`src/rtl/uart_rx_pkg.sv`:
```
// Shared types and constants for the APB UART receive peripheral.
package uart_rx_pkg;

  typedef enum logic [2:0] {
    ST_IDLE      = 3'd0,
    ST_START     = 3'd1,
    ST_DATA      = 3'd2,
    ST_PARITY    = 3'd3,
    ST_STOP      = 3'd4,
    ST_WAIT_HIGH = 3'd5
  } rx_state_e;

  localparam logic [1:0] REG_STATUS = 2'd0;
  localparam logic [1:0] REG_DATA   = 2'd1;
  localparam logic [1:0] REG_CTRL   = 2'd2;

  localparam int STAT_EMPTY = 0;
  localparam int STAT_FULL  = 1;
  localparam int STAT_OVR   = 2;
  localparam int STAT_FE    = 3;
  localparam int STAT_PE    = 4;

  localparam int OVERSAMPLE = 16;

  // Even parity: the parity bit that makes the total count of ones even.
  function automatic logic even_parity(input logic [7:0] b);
    return ^b;
  endfunction

endpackage

```
`src/rtl/uart_rx_fifo.sv`:
```
// Byte FIFO for received data; combinational read data, depth 2**AW.
module uart_rx_fifo
  import uart_rx_pkg::*;
#(
  parameter int AW = 2
) (
  input  logic       clk,
  input  logic       rst,
  input  logic       wr_en,
  input  logic [7:0] wdata,
  input  logic       rd_en,
  output logic [7:0] rdata,
  output logic       full,
  output logic       empty
);

  localparam int DEPTH = 1 << AW;

  logic [7:0]    mem_q [DEPTH];
  logic [AW-1:0] wr_ptr_q, wr_ptr_d;
  logic [AW-1:0] rd_ptr_q, rd_ptr_d;
  logic [AW:0]   cnt_q, cnt_d;
  logic          do_wr, do_rd;

  assign empty = (cnt_q == '0);
  assign full  = (cnt_q == (AW+1)'(DEPTH));
  assign rdata = mem_q[rd_ptr_q];

  // A pop frees the slot in the same cycle, so a write while full is allowed then.
  assign do_rd = rd_en & ~empty;
  assign do_wr = wr_en & (~full | do_rd);

  always_comb begin
    wr_ptr_d = wr_ptr_q;
    rd_ptr_d = rd_ptr_q;
    cnt_d    = cnt_q + (AW+1)'(do_wr) - (AW+1)'(do_rd);
    if (do_wr) wr_ptr_d = wr_ptr_q + AW'(1);
    if (do_rd) rd_ptr_d = rd_ptr_q + AW'(1);
  end

  always_ff @(posedge clk or posedge rst) begin
    if (rst) begin
      wr_ptr_q <= '0;
      rd_ptr_q <= '0;
      cnt_q    <= '0;
    end else begin
      wr_ptr_q <= wr_ptr_d;
      rd_ptr_q <= rd_ptr_d;
      cnt_q    <= cnt_d;
    end
  end

  always_ff @(posedge clk) begin
    if (do_wr) mem_q[wr_ptr_q] <= wdata;
  end

endmodule

```
`src/rtl/uart_rx_periph.sv`:
```
// APB UART receiver: 16x oversampled rx, byte FIFO, W1C status, rx_irq.
// Optional even-parity bit when UART_RX_PARITY_EN is defined (default 8N1).
module uart_rx_periph
  import uart_rx_pkg::*;
#(
  parameter int FIFO_AW  = 2,
  parameter int TICK_DIV = 10
) (
  input  logic        PCLK,
  input  logic        PRESET,
  input  logic [3:0]  PADDR,
  input  logic [31:0] PWDATA,
  input  logic        PWRITE,
  input  logic        PENABLE,
  input  logic        PSEL,
  output logic [31:0] PRDATA,
  output logic        PREADY,
  input  logic        rx,
  output logic        rx_irq
);

  localparam int TW = (TICK_DIV > 1) ? $clog2(TICK_DIV) : 1;
  localparam logic [3:0] OS_HALF = 4'(OVERSAMPLE / 2 - 1);
  localparam logic [3:0] OS_LAST = 4'(OVERSAMPLE - 1);

  logic          sync1_q, rx_s_q;
  logic [TW-1:0] tick_cnt_q, tick_cnt_d;
  logic          tick;
  rx_state_e     state_q, state_d;
  logic [3:0]    os_cnt_q, os_cnt_d;
  logic [2:0]    bit_cnt_q, bit_cnt_d;
  logic [7:0]    shift_q, shift_d;
  logic          push_q, push_d;
  logic          en_q, en_d;
  logic          ovr_q, ovr_d, fe_q, fe_d, pe_q, pe_d;
  logic          empty_q, full_q;
  logic [31:0]   prdata_q, prdata_d;
  logic          pready_q, pready_d;
  logic          irq_q, irq_d;
  logic          frame_set, par_set;
  logic          access, wr_acc, rd_acc, pop;
  logic [1:0]    reg_sel;
  logic [4:0]    status;
  logic [7:0]    fifo_rdata;
  logic          fifo_full, fifo_empty;
  logic          unused_bits;

  assign unused_bits = ^{PADDR[1:0], PWDATA[31:5]};

  assign PRDATA = prdata_q;
  assign PREADY = pready_q;
  assign rx_irq = irq_q;

  assign tick       = (tick_cnt_q == TW'(TICK_DIV - 1));
  assign tick_cnt_d = tick ? '0 : tick_cnt_q + TW'(1);

  // PREADY blocks a second access phase, so each transfer acts exactly once.
  assign access  = PSEL & PENABLE & ~pready_q;
  assign wr_acc  = access & PWRITE;
  assign rd_acc  = access & ~PWRITE;
  assign reg_sel = PADDR[3:2];
  assign pop     = rd_acc & (reg_sel == REG_DATA) & ~fifo_empty;

  uart_rx_fifo #(.AW(FIFO_AW)) u_fifo (
    .clk   (PCLK),
    .rst   (PRESET),
    .wr_en (push_q),
    .wdata (shift_q),
    .rd_en (pop),
    .rdata (fifo_rdata),
    .full  (fifo_full),
    .empty (fifo_empty)
  );

  always_comb begin
    state_d   = state_q;
    os_cnt_d  = os_cnt_q;
    bit_cnt_d = bit_cnt_q;
    shift_d   = shift_q;
    push_d    = 1'b0;
    frame_set = 1'b0;
    par_set   = 1'b0;
    if (!en_d) begin
      state_d = ST_IDLE;
    end else begin
      case (state_q)
        ST_IDLE: begin
          os_cnt_d  = '0;
          bit_cnt_d = '0;
          if (!rx_s_q) state_d = ST_START;
        end
        ST_START: if (tick) begin
          if (os_cnt_q == OS_HALF) begin
            os_cnt_d = '0;
            state_d  = rx_s_q ? ST_IDLE : ST_DATA;
          end else os_cnt_d = os_cnt_q + 4'd1;
        end
        ST_DATA: if (tick) begin
          if (os_cnt_q == OS_LAST) begin
            os_cnt_d = '0;
            shift_d  = {rx_s_q, shift_q[7:1]};
            if (bit_cnt_q == 3'd7) begin
`ifdef UART_RX_PARITY_EN
              state_d = ST_PARITY;
`else
              state_d = ST_STOP;
`endif
            end else bit_cnt_d = bit_cnt_q + 3'd1;
          end else os_cnt_d = os_cnt_q + 4'd1;
        end
`ifdef UART_RX_PARITY_EN
        ST_PARITY: if (tick) begin
          if (os_cnt_q == OS_LAST) begin
            os_cnt_d = '0;
            par_set  = (rx_s_q != even_parity(shift_q));
            state_d  = ST_STOP;
          end else os_cnt_d = os_cnt_q + 4'd1;
        end
`endif
        ST_STOP: if (tick) begin
          if (os_cnt_q == OS_LAST) begin
            os_cnt_d  = '0;
            push_d    = rx_s_q;
            frame_set = ~rx_s_q;
            state_d   = rx_s_q ? ST_IDLE : ST_WAIT_HIGH;
          end else os_cnt_d = os_cnt_q + 4'd1;
        end
        ST_WAIT_HIGH: if (rx_s_q) state_d = ST_IDLE;
        default: state_d = ST_IDLE;
      endcase
    end
  end

  always_comb begin
    status             = '0;
    status[STAT_EMPTY] = empty_q;
    status[STAT_FULL]  = full_q;
    status[STAT_OVR]   = ovr_q;
    status[STAT_FE]    = fe_q;
    status[STAT_PE]    = pe_q;

    en_d  = en_q;
    ovr_d = ovr_q;
    fe_d  = fe_q;
    pe_d  = pe_q;
    if (wr_acc && reg_sel == REG_CTRL) en_d = PWDATA[0];
    if (wr_acc && reg_sel == REG_STATUS) begin
      if (PWDATA[STAT_OVR]) ovr_d = 1'b0;
      if (PWDATA[STAT_FE])  fe_d  = 1'b0;
      if (PWDATA[STAT_PE])  pe_d  = 1'b0;
    end
    // New events win over a simultaneous clear.
    if (push_q && fifo_full && !pop) ovr_d = 1'b1;
    if (frame_set) fe_d = 1'b1;
    if (par_set)   pe_d = 1'b1;

    pready_d = PSEL & PENABLE;
    prdata_d = prdata_q;
    if (rd_acc) begin
      case (reg_sel)
        REG_STATUS: prdata_d = {27'b0, status};
        REG_DATA:   prdata_d = fifo_empty ? 32'b0 : {24'b0, fifo_rdata};
        REG_CTRL:   prdata_d = {31'b0, en_q};
        default:    prdata_d = 32'b0;
      endcase
    end
    irq_d = en_q & ~fifo_empty;
  end

  always_ff @(posedge PCLK or posedge PRESET) begin
    if (PRESET) begin
      sync1_q    <= 1'b1;
      rx_s_q     <= 1'b1;
      tick_cnt_q <= '0;
      state_q    <= ST_IDLE;
      os_cnt_q   <= '0;
      bit_cnt_q  <= '0;
      shift_q    <= '0;
      push_q     <= 1'b0;
      en_q       <= 1'b0;
      ovr_q      <= 1'b0;
      fe_q       <= 1'b0;
      pe_q       <= 1'b0;
      empty_q    <= 1'b1;
      full_q     <= 1'b0;
      prdata_q   <= '0;
      pready_q   <= 1'b0;
      irq_q      <= 1'b0;
    end else begin
      sync1_q    <= rx;
      rx_s_q     <= sync1_q;
      tick_cnt_q <= tick_cnt_d;
      state_q    <= state_d;
      os_cnt_q   <= os_cnt_d;
      bit_cnt_q  <= bit_cnt_d;
      shift_q    <= shift_d;
      push_q     <= push_d;
      en_q       <= en_d;
      ovr_q      <= ovr_d;
      fe_q       <= fe_d;
      pe_q       <= pe_d;
      empty_q    <= fifo_empty;
      full_q     <= fifo_full;
      prdata_q   <= prdata_d;
      pready_q   <= pready_d;
      irq_q      <= irq_d;
    end
  end

endmodule

```
`config.mk`:
```
export PLATFORM = sky130hd
export DESIGN_NAME = uart_rx_periph
export DESIGN_NICKNAME = d
export VERILOG_FILES = /design/src/rtl/uart_rx_pkg.sv /design/src/rtl/uart_rx_fifo.sv /design/src/rtl/uart_rx_periph.sv
export SDC_FILE = /design/constraint.sdc
export NUM_CORES = 1
export LEC_CHECK = 0
export ABC_AREA = 1
export ABC_CLOCK_PERIOD_IN_PS = 5500
export CAP_MARGIN = 20
export CORE_MARGIN = 4
export CORE_UTILIZATION = 40
export DETAILED_ROUTE_END_ITERATION = 10
export GPL_TIMING_DRIVEN = 0
export HOLD_SLACK_MARGIN = 0.03
export SYNTH_ARGS = -nofsm -noshare
export SYNTH_HDL_FRONTEND = slang
export SYNTH_SLANG_ARGS = --single-unit
```
`constraint.sdc`:
```
create_clock -name PCLK -period 5.5 [get_ports PCLK]
set_input_delay 1.1 -clock PCLK [delete_from_list [all_inputs] [get_ports PCLK]]
set_output_delay 1.1 -clock PCLK [all_outputs]
set_load 0.005 [all_outputs]
```
==> flow_summary.toml <==
[layout]
area_delta_synth_final_pct = 18.45
layout-drive-gt1-share_pct = 18.99
utilization_pct = 49.21
design_area_um2 = 4354
fillers = 793
stdcell_count = 524
diodes = 0
fin_nets = 463

[sta]
worst_pin_slew_ns = 0.7753
finalCritPeriodShare_pct = 55.98
period_minus_slack_ns = 3.079
setup_slack_ns = 2.421
final-setup-viol-count = 0
tns_ns = 0
rsz0062_at_grt = "no"
slew_viol_final = 0
worst_clock_skew_ns = 0.01805
final-hold-violation-count = 0
slew_headroom_pct = 48.12
max_freq_ghz = 0.3248

[synth]
synth_top_family_by_area = "simple AND/OR/NAND/NOR gates"
synth_mux_area_share_pct = 0
ys_types = 36
syn_area_um2 = 3676
ys_ff_latch = 79
synth-simple-area-share_pct = 16.75
seq_area_frac_synth_pct = 58.24
synthAdderAreaFrac_pct = 3.608
synth_xor_area_share_pct = 1.668
synth_compound_area_share_pct = 9.803
syn_inst = 356
ys_warn_count = 0
synth.avg_cell_area_um2 = 10.33

[worst_setup_path]
critical_path_class = "input port to register"
r2r_cells = 10
critPathRequiredTime_ns = 5.74
cp.arrival_ns = 3.32
path_max_fanout = 9
startpoint_type = "input port"
reg2reg_to = "u_fifo.cnt_q[2]$_DFF_PP0_"
setup.reg_to_reg.worst_slack_ns = 3.20
r2r_start = "u_fifo.cnt_q[1]$_DFF_PP0_"
cp-end-kind = "register"

[power]
internal_power_mw = 1.181
power_frac_clock_pct = 29.3
pwr-share-seq_pct = 41.9
p_per_area_nw_per_um2 = 403.0
p_sw_share_pct = 32.67
switchingPower_mw = 0.5733
vdd_drop_max_uv = 150.9
combinationalPowerShare_pct = 28.8
leakagePower_nw = 1.991

[drt]
drt_iter0_drc = 74
avgViaCountPerCell = 4.662
drt-pass1-iter-count = 4
vias = 2443
route.detailed.drc = 0
routedWlPerCell_um = 12.85
ant_nets = 0
wl_um = 6735

[placed_design]
numPortBuffers = 20
gp_congestion = 0.7658
hpwl_um = 4788
detailedPlace.worstSlack_ns = 2.054
placed_cell_area_um2 = 4118
dp.cells = 508

[floorplanning]
ioPinCount = 76
num_rows = 34
die-area_um2 = 10790
core_um2 = 8848
initial_utilization_pct = 41.54
dieHeight_um = 103.9
fp.dieW_um = 103.9

[global_route]
grt_max_degree = 42
grt_busiest_layer = "met2"
met3_usage_pct = 4.097
met2_usage_pct = 21.40
antenna_found_initial = 0
track_usage_pct = 13.19
grtUsageMet1_pct = 16.46
first_global_vias = 2355
grt_overflow = 0
grt_pass1_wl_um = 11410

[clock_network]
cts-root-buf = "clkbuf_8"
holdBufCountCts = 0
cts_resized = 0
worstSkewPairLatency_ns = 0.36
htreeDepth = 3
tritoncts = "yes"
clock-sinks = 79
post_cts_buffers = 0
cts_buffers = 9
cts_buffer_depth = 2
clk_pin_slew_ns = 0.08

[hold_path]
hold_depth = 0
hold_start = "sync1_q$_DFF_PP1_"
holdPathEnd = "rx_s_q$_DFF_PP1_"
holdCritPathClass = "register to register"

[run_status]
status = "completed"

[flow_run]
drv_cap = 0
layout make-up:
cell class	count	area, um2	area share (%)
Multi-Input combinational cell	231	1260	28.94
Buffer	29	209.0	4.799
Timing Repair Buffer	21	220.2	5.057
Clock inverter	6	108.9	2.500
Inverter	40	152.6	3.506
Clock buffer	10	127.6	2.931
Tap cell	108	135.1	3.103
Sequential cell	79	2141	49.17
placed cells by master, fill, tap and decap left out, types with 2 or more instances in the layout:
master           count
nor3_1               6
o22ai_1              5
nor2_2               5
xnor2_1              5
clkbuf_8             9
nor2_1              31
nand2_2              9
bufinv_16            3
nand2_1             58
nand4_1              3
nand3_1             11
clkbuf_1             3
o21a_1               4
inv_1               36
inv_2                3
ha_1                 9
buf_2                2
dfrtp_1             44
o21ai_1              2
o21ai_2              5
clkdlybuf4s50_1     20
clkinv_2             2
conb_1              24
buf_4               24
o21ai_0             25
nand3_2              4
edfxtp_1            32
a21oi_1             12
dfstp_2              3
xor2_1               2
a22o_1               4
worst max-delay path by stage:
stage / start / to / slack (ns) / cells past startpoint
3_5_place_dp: PWRITE / u_fifo.cnt_q[2]$_DFF_PP0_ / 2.05 / 10
3_3_place_gp: PWRITE / u_fifo.cnt_q[2]$_DFF_PP0_ / 2.05 / 10
5_1_grt: PWRITE / u_fifo.cnt_q[2]$_DFF_PP0_ / 2.27 / 10
6_report: PWRITE / u_fifo.cnt_q[2]$_DFF_PP0_ / 2.42 / 10
2_1_floorplan: PSEL / u_fifo.cnt_q[2]$_DFF_PP0_ / 2.84 / 10
4_1_cts: PWRITE / u_fifo.cnt_q[2]$_DFF_PP0_ / 2.42 / 10
stage by stage:
stage / hold WS [ns] / total power, mW
final: 0.3461 / 1.755
after global routing: 0.3519 / 1.865
after CTS: 0.3479 / 1.771
after detailed placement: 0.3543 / 1.252
after global placement: 0.3461 / 1.241
after floorplan: 0.3452 / 1.111
state kept, by name, indices dropped and copies added, names as in the netlist, 2 cells and up:
signal           count
u_fifo.wr_ptr_q      2
tick_cnt_q           4
PRDATA               8
bit_cnt_q            3
shift_q              8
u_fifo.cnt_q         3
u_fifo.rd_ptr_q      2
os_cnt_q             4
u_fifo.mem_q        32
state_q              3
critical path: stages:
cell,delay [ns]
clkdlybuf4s50_1,0.50
nor3_4,0.31
nand2_1,0.19
inv_2,0.21
ha_1,0.26
inv_1,0.06
ha_1,0.13
inv_1,0.05
fa_1,0.38
xnor2_1,0.14
logic make-up (layout without fill, tap and decap cells):
family	Yosys count	count (layout)
compound gates	59	59
xor+xnor	7	7
fa+ha+maj	10	10
other cells	1	24
buf+inv	69	106
flops	79	79
simple gates	131	131
power by group through the flow:
stage               Combinational (mW)  Clock (mW)  Sequential [mW]
floorplan                        0.374           0            0.736
global placement                 0.497           0            0.744
detailed placement               0.505           0            0.747
CTS                              0.509       0.526            0.735
global route                     0.573       0.547            0.745
finish                           0.505       0.515            0.735
per-layer routing:
layer,share of wire [%],vias up
met5,0,-
met4,1.7,0
met3,5.1,10
met2,48,55
met1,45,1141
li1,-,1237
synthesized netlist by cell type (all sizes together):
| library cell | count | area (um2) |
|---|---|---|
| nand2 | 67 | 274.0 |
| dfrtp | 44 | 1101 |
| inv | 40 | 152.6 |
| nor2 | 36 | 147.6 |
| edfxtp | 32 | 960.9 |
| o21ai | 32 | 178.9 |
| buf | 27 | 201.4 |
| nand3 | 16 | 112.6 |
| a21oi | 13 | 76.33 |
| ha | 9 | 112.6 |
| nor3 | 8 | 56.31 |
| o22ai | 5 | 31.28 |
| xnor2 | 5 | 43.79 |
| a22o | 4 | 35.03 |
| o21a | 4 | 30.03 |
| dfstp | 3 | 78.83 |
| nand4 | 3 | 18.77 |
| clkbuf | 2 | 7.510 |
| xor2 | 2 | 17.52 |
| a31o | 1 | 8.760 |
| conb | 1 | 3.750 |
| fa | 1 | 20.02 |
| or2 | 1 | 6.260 |
Note: power is estimated with default switching activity, not from simulation.
